--- src/rtl/truth_table_sequencer.sv ---
`default_nettype none
// ============================================================================
// Module   : truth_table_sequencer
// Brief    : Sweeps every input vector of a small combinational function in
//            ascending order, holds each for a programmable settle time,
//            samples the function output into a truth-table word and compares
//            the sweep against an expected table.
// Revision : 1.0 - initial release
// ============================================================================
module truth_table_sequencer #(
    parameter int N_INPUTS      = 2,
    parameter int SETTLE_CYCLES = 1
) (
    input  logic                       clk,
    input  logic                       rst,
    input  logic                       start,
    input  logic [(1<<N_INPUTS)-1:0]   expected,
    input  logic                       fut_out,
    output logic [N_INPUTS-1:0]        fut_in,
    output logic                       busy,
    output logic                       done,
    output logic [(1<<N_INPUTS)-1:0]   table_out,
    output logic                       mismatch,
    output logic [N_INPUTS:0]          err_count,
    output logic [N_INPUTS-1:0]        first_err
);

    localparam int c_TBL_W = 1 << N_INPUTS;
    localparam int c_CNT_W = (SETTLE_CYCLES > 1) ? $clog2(SETTLE_CYCLES) : 1;

    localparam logic [c_CNT_W-1:0]  c_CNT_LAST = c_CNT_W'(SETTLE_CYCLES - 1);
    localparam logic [c_CNT_W-1:0]  c_CNT_ONE  = c_CNT_W'(1);
    localparam logic [N_INPUTS-1:0] c_VEC_LAST = '1;
    localparam logic [N_INPUTS-1:0] c_VEC_ONE  = N_INPUTS'(1);
    localparam logic [N_INPUTS:0]   c_ERR_ONE  = (N_INPUTS + 1)'(1);

    localparam logic [1:0] c_ST_IDLE   = 2'd0;
    localparam logic [1:0] c_ST_APPLY  = 2'd1;
    localparam logic [1:0] c_ST_SAMPLE = 2'd2;
    localparam logic [1:0] c_ST_DONE   = 2'd3;

    logic [1:0]          r_state;
    logic [1:0]          w_next_state;
    logic [N_INPUTS-1:0] r_vec;
    logic [c_CNT_W-1:0]  r_cnt;
    logic [c_TBL_W-1:0]  r_expected;
    logic [c_TBL_W-1:0]  r_table;
    logic                r_mismatch;
    logic [N_INPUTS:0]   r_err_count;
    logic [N_INPUTS-1:0] r_first_err;
    logic                w_busy;

    // State register; reset overrides any pending start.
    always_ff @(posedge clk) begin
        if (rst) begin
            r_state <= c_ST_IDLE;
        end else begin
            r_state <= w_next_state;
        end
    end

    // Next-state decode: settle countdown in APPLY, terminal vector check in SAMPLE.
    always_comb begin
        w_next_state = r_state;
        case (r_state)
            c_ST_IDLE:   if (start) w_next_state = c_ST_APPLY;
            c_ST_APPLY:  if (r_cnt == c_CNT_LAST) w_next_state = c_ST_SAMPLE;
            c_ST_SAMPLE: w_next_state = (r_vec == c_VEC_LAST) ? c_ST_DONE : c_ST_APPLY;
            c_ST_DONE:   w_next_state = c_ST_IDLE;
            default:     w_next_state = c_ST_IDLE;
        endcase
    end

    // Vector/settle counters and result capture; results persist until the next accepted start.
    always_ff @(posedge clk) begin
        if (rst) begin
            r_vec       <= '0;
            r_cnt       <= '0;
            r_expected  <= '0;
            r_table     <= '0;
            r_mismatch  <= 1'b0;
            r_err_count <= '0;
            r_first_err <= '0;
        end else begin
            case (r_state)
                c_ST_IDLE: begin
                    if (start) begin
                        r_expected  <= expected;
                        r_vec       <= '0;
                        r_cnt       <= '0;
                        r_table     <= '0;
                        r_mismatch  <= 1'b0;
                        r_err_count <= '0;
                        r_first_err <= '0;
                    end
                end
                c_ST_APPLY: begin
                    r_cnt <= r_cnt + c_CNT_ONE;
                end
                c_ST_SAMPLE: begin
                    r_table[r_vec] <= fut_out;
                    if (fut_out != r_expected[r_vec]) begin
                        r_err_count <= r_err_count + c_ERR_ONE;
                        // Only the lowest failing vector is recorded; vectors ascend.
                        if (!r_mismatch) begin
                            r_first_err <= r_vec;
                            r_mismatch  <= 1'b1;
                        end
                    end
                    // Terminal compare precedes the increment, so vec never wraps.
                    if (r_vec != c_VEC_LAST) begin
                        r_vec <= r_vec + c_VEC_ONE;
                        r_cnt <= '0;
                    end
                end
                default: begin
                end
            endcase
        end
    end

    assign w_busy    = (r_state == c_ST_APPLY) || (r_state == c_ST_SAMPLE);
    assign busy      = w_busy;
    assign done      = (r_state == c_ST_DONE);
    assign fut_in    = w_busy ? r_vec : '0;
    assign table_out = r_table;
    assign mismatch  = r_mismatch;
    assign err_count = r_err_count;
    assign first_err = r_first_err;

endmodule
`default_nettype wire

--- config.mk ---
export PLATFORM = sky130hd
export DESIGN_NAME = truth_table_sequencer
export DESIGN_NICKNAME = d
export VERILOG_FILES = /design/src/rtl/truth_table_sequencer.sv
export SDC_FILE = /design/constraint.sdc
export NUM_CORES = 1
export LEC_CHECK = 0
export BUFFER_PORTS_ARGS = -buffer_cell sky130_fd_sc_hd__buf_2
export CAP_MARGIN = 40
export CORE_MARGIN = 3
export CORE_UTILIZATION = 40
export DETAILED_ROUTE_END_ITERATION = 10
export MAX_ROUTING_LAYER = met4
export SYNTH_ARGS = -nofsm -noshare
export SYNTH_HDL_FRONTEND = slang
export SYNTH_SLANG_ARGS = --single-unit
--- constraint.sdc ---
create_clock -name clk -period 5 [get_ports clk]
set_input_delay 0.5 -clock clk [delete_from_list [all_inputs] [get_ports clk]]
set_output_delay 0.5 -clock clk [all_outputs]
set_load 0.01 [all_outputs]
# == Word level (Yosys, flattened, before mapping) ==
# Cells that the tools add are included.
# totals
reg_bits,19
output_inout_bits,14
word_cells,62
input_bits,8
# op_classes
muxes,26
magnitude_cmp,2
n_reduce_logical,12
n_eq_ne,11
add_sub_neg,3
# op_table
operator,n
two-way mux 2 bit,8
"!= test 2 bit, second input constant",6
AND reduction 3 bit,3
one-hot mux 2 bit (2 select lines),2
one-hot mux 2 bit (4 select lines),1
one-hot mux 4 bit (2 select lines),1
"== test 2 bit, second input constant",3
two-way mux 3 bit,2
one-hot mux 3 bit (2 select lines),1
AND reduction 2 bit,3
two-way mux 1 bit,5
bitwise mux 4 bit,1
two-way mux 4 bit,1
AND reduction 4 bit,1
"adder 3 x 1 -> 3 bit, second input constant",1
"less-than comparator 2 x 3 -> 1 bit, second input constant",1
one-hot mux 1 bit (3 select lines),1
nonzero test 3 bit,1
"adder 2 x 1 -> 2 bit, second input constant",1
binary-select mux 1 bit (select 2 bit),1
demux 1 bit (select 2 bit),1
"== test 2 x 1 -> 1 bit, second input constant",1
">= comparator 2 x 1 -> 1 bit, second input constant",1
zero test 2 bit,1
6 further kinds,6

# == Depth between registers and ports, before layout ==
# depth
word_depth,6
mapped_depth,9
depth_no_buf,7

# == Worst setup path after synthesis ==
# Ideal clock, no wire load.
# synth_path
path_type,register to register
startpoint,reg r_state[0]
endpoint,"reg r_first_err[1], in the netlist first_err[1]"
required_time_ns,4.926
arrival_ns,2.129
path_stages_with_launch,10
slack_ns,2.796
synth_period_minus_slack_ns,2.204
cell_sequence,dfxtp_1 -> inv_1 -> ha_1 -> nor2b_1 -> or2_1 -> clkbuf_2 -> or2_1 -> clkbuf_2 -> or4_1 -> a31oi_1
# synth_via
elab_chain_cells,3
word_cells_on_any_way,8
cone_classes,4 x eq/ne; 1 x mux; 3 x reduce/logical
# synth_rtl
item,line_no,text
start: declaration,42,logic [1:0] r_state;
start signal: assignment,56,r_state <= c_ST_IDLE;
start signal: assignment,58,r_state <= w_next_state;
== test 2 bit / zero test 2 bit (equally long branches),85,case (r_state)
!= test 2 bit (no line) / nonzero test 2 bit (equally long branches),--,
AND reduction 4 bit (no line),--,
end signal: assignment,106,r_first_err <= r_vec;
end: declaration,50,logic [N_INPUTS-1:0] r_first_err;
# Parallel ways exist; a longest one is shown, timed or not.
# A chain may end at the register's enable or synchronous reset.

# == Final worst setup path ==
# Ends and elaborated chain as after synthesis.

==> results.cfg <==
[pwr]
p_leak_uw = 0.000502
powerDensity_mw_per_mm2 = 408
vdd_drop_max_mv = 0.237
p_total_uw = 461

[floorplanning]
dieArea_mm2 = 0.00312
die_h_um = 55.9
die_w_um = 55.9
initial_core_util_pct = 43.4
num_rows = 17
core_area_mm2 = 0.00230
io-pin-count = 22

[cells_and_area]
finish.utilization_pct = 49.2
diodes = 0
multi_input_area_um2 = 558
seqCellArea_um2 = 380
fin_area_mm2 = 0.00113
nets = 154
drive_gt1_share_pct = 19.9
fill_cells = 244
area_growth_syn_to_layout_pct = 13.6

[worst_setup_path]
r2r-start = r_state[0]
timing.rr.end = first_err[1]
worstPathMaxFanout = 8
setup.worst_path.class = reg -> reg
worst-r2r-setup-slack_ns = 2.66
cp.arrival_ns = 2.58
end_kind = register
worstSetupStartpointType = register
cp_data_required_time_ns = 5.23
reg2reg_depth = 7
cp-startpoint = r_state[0]
cp-endpoint = first_err[1]

[synthesis]
synth_cell_type_count = 34
netlist.top_cell.by_area = dfxtp_1
synth_area_leaders = dfxtp_1 38%, ha_1 11%, nand2_1 5.7%, nor2_1 5.7%, a21oi_1 4.5%
ys_warn_count = 0
ys_seq_elements = 19
synth_top_area_share_pct = 38.2
synthesis.nets = 132
syn_area_um2 = 996
synth_cells = 115
synth_seq_area_share_pct = 38.2
syn_area_per_cell_um2 = 8.66

[placement]
dpl.hpwl_mm = 1.55
place_congestion = 0.821
placedInstanceArea_mm2 = 0.00110
io_buffers = 21

[routing]
drt-total-wl_mm = 2.06
drt_iter0_drc = 7
via_per_inst = 5.24
drcViolationCount = 0
postRouteAntennaNets = 0
firstDrtPassIters = 4
vias = 860
routedWlPerCell_um = 12.5

[timing]
tns_ns = 0
finClkSkew_ns = 0.00133
maxSlewHeadroom_pct = 60.4
setup_viol = 0
timing.hold.ws_ns = 0.450
fmax_mhz = 427
hold_viol_final = 0
grt_setup_unrepaired = no
fin_crit_sh_pct = 46.9
post-route-min-period_ns = 2.34
tightest_slew_ns = 0.589
slew_viol_final = 0

[clock_network]
cts_tree = yes
holdBufCountCts = 0
cts.sinks = 19
cts_resized = 0
cts-root-buf = clkbuf_4
clk_latency_ns = 0.30
clock_path_buffers = 2
numCtsBuffers = 3
path_clk_slew_ns = 0.10
htree_levels = 1
cts_setup_buffers = 0

[grt]
grt_pass1_vias = 810
grtUsageMet3_pct = 5.10
gr-total-overflow = 0
grt_busiest_layer = met2
grt_pass1_wl_mm = 3.44
use_met1_pct = 16.7
antenna_found_initial = 0
grt_max_degree = 16
grt_usage_pct = 14.1
grt.met2_usage_pct = 23.0

[hold_path]
min_path_type = in -> reg
hold_path_depth = 3

[run]
max_cap_violations = 0

[run_status]
status = finished, final reports clean
[Yosys cell counts]
master	number
o41ai_1	1
o22ai_1	2
mux2_2	1
clkbuf_8	1
xnor2_1	1
and2_2	1
dfxtp_1	19
nand4b_1	1
or2_1	2
a211oi_1	1
inv_1	7
a311oi_1	1
a31oi_1	1
nor3_1	1
o21ai_0	2
ha_1	9
nor3b_1	1
mux4_1	1
mux2i_1	3
nand3_1	5
buf_4	1
nand2_1	15
a22o_1	1
or2_2	1
o31ai_1	1
a22oi_1	2
a21oi_1	9
a2bb2oi_1	1
nor2b_1	1
or4_1	2
clkbuf_2	2
o2111ai_1	2
nor2_1	15
and2_1	1
[state kept, by name (all words and copies together), names as in the netlist]
name,count
r_expected,4
r_cnt,1
r_vec,2
table_out,4
mismatch,1
err_count,3
r_state,2
first_err,2
[cells in the final DEF, fill, tap and decap left out]
master / synthesis / layout
mux2_2: 1 / 1
mux2i_1: 3 / 3
nor3b_1: 1 / 1
a311oi_1: 1 / 1
ha_1: 9 / 9
nor2b_1: 1 / 1
nand3_1: 5 / 5
or2_2: 1 / 1
o31ai_1: 1 / 1
o41ai_1: 1 / 1
nor3_1: 1 / 1
nand2_1: 15 / 15
a21oi_1: 9 / 9
a22o_1: 1 / 1
and2_2: 1 / 1
o21ai_0: 2 / 2
buf_2: 0 / 21
o2111ai_1: 2 / 2
or2_1: 2 / 2
mux4_1: 1 / 1
or4_1: 2 / 2
a31oi_1: 1 / 1
dfxtp_1: 19 / 19
a211oi_1: 1 / 1
o22ai_1: 2 / 2
xnor2_1: 1 / 1
inv_1: 7 / 7
clkbuf_1: 0 / 1
nand4b_1: 1 / 1
a2bb2oi_1: 1 / 1
a22oi_1: 2 / 2
nor2_1: 15 / 15
clkbuf_4: 0 / 3
and2_1: 1 / 1
[worst min path at each step]
| stage | from | to |
|---|---|---|
| after detailed placement | r_expected[1] | r_expected[1] |
| after global placement | r_expected[0] | r_expected[0] |
| after CTS | expected[0] | r_expected[0] |
| after floorplan | r_expected[1] | r_expected[1] |
| final | expected[0] | r_expected[0] |
| after global routing | expected[0] | r_expected[0] |
[stage by stage]
stage / std cells / setup slack (ns)
after global placement: 160 / 2.78
after global routing: 164 / 2.53
after CTS: 164 / 2.67
final: 164 / 2.66
after floorplan: 115 / 2.80
after detailed placement: 160 / 2.71
[metal layers]
layer | routed length (um) | vias to the layer above
li1 | - | 449
met1 | 1020 | 385
met2 | 885 | 24
met3 | 137 | 2
met4 | 18 | 0
met5 | 0 | -
[final cells by class]
| cell class | count | share of cell area [%] |
|---|---|---|
| Tap cell | 28 | 3.10 |
| Timing Repair Buffer | 21 | 9.29 |
| Sequential cell | 19 | 33.6 |
| Multi-Input combinational cell | 85 | 49.3 |
| Clock buffer | 4 | 2.32 |
| Inverter | 7 | 2.32 |
[critical path, cell delays in order (launching register included)]
cell     delay (ns)
dfxtp_1        0.42
inv_1          0.09
ha_1           0.28
nor2b_1        0.22
or2_1          0.34
or2_1          0.35
or4_1          0.41
a31oi_1        0.16
[logic make-up after synthesis]
group | Yosys count | synth area share (%)
multiplexers | 5 | 6.78
AND/OR/NAND/NOR | 46 | 21.4
flip-flops | 19 | 38.2
XOR/XNOR | 1 | 0.880
adder cells (fa/ha/maj) | 9 | 11.3
buffers and inverters | 11 | 5.78
AO/OA/AOI/OAI | 24 | 15.7
[power breakdown]
| group | total, uW | internal (uW) | leakage, uW | switching (uW) |
|---|---|---|---|---|
| combinational | 192 | 73.2 | 0.000333 | 119 |
| sequential | 192 | 172 | 0.000154 | 20.0 |
| clock | 76.8 | 31.1 | 0.0000150 | 45.7 |
Power figures use the tool's default switching activity.
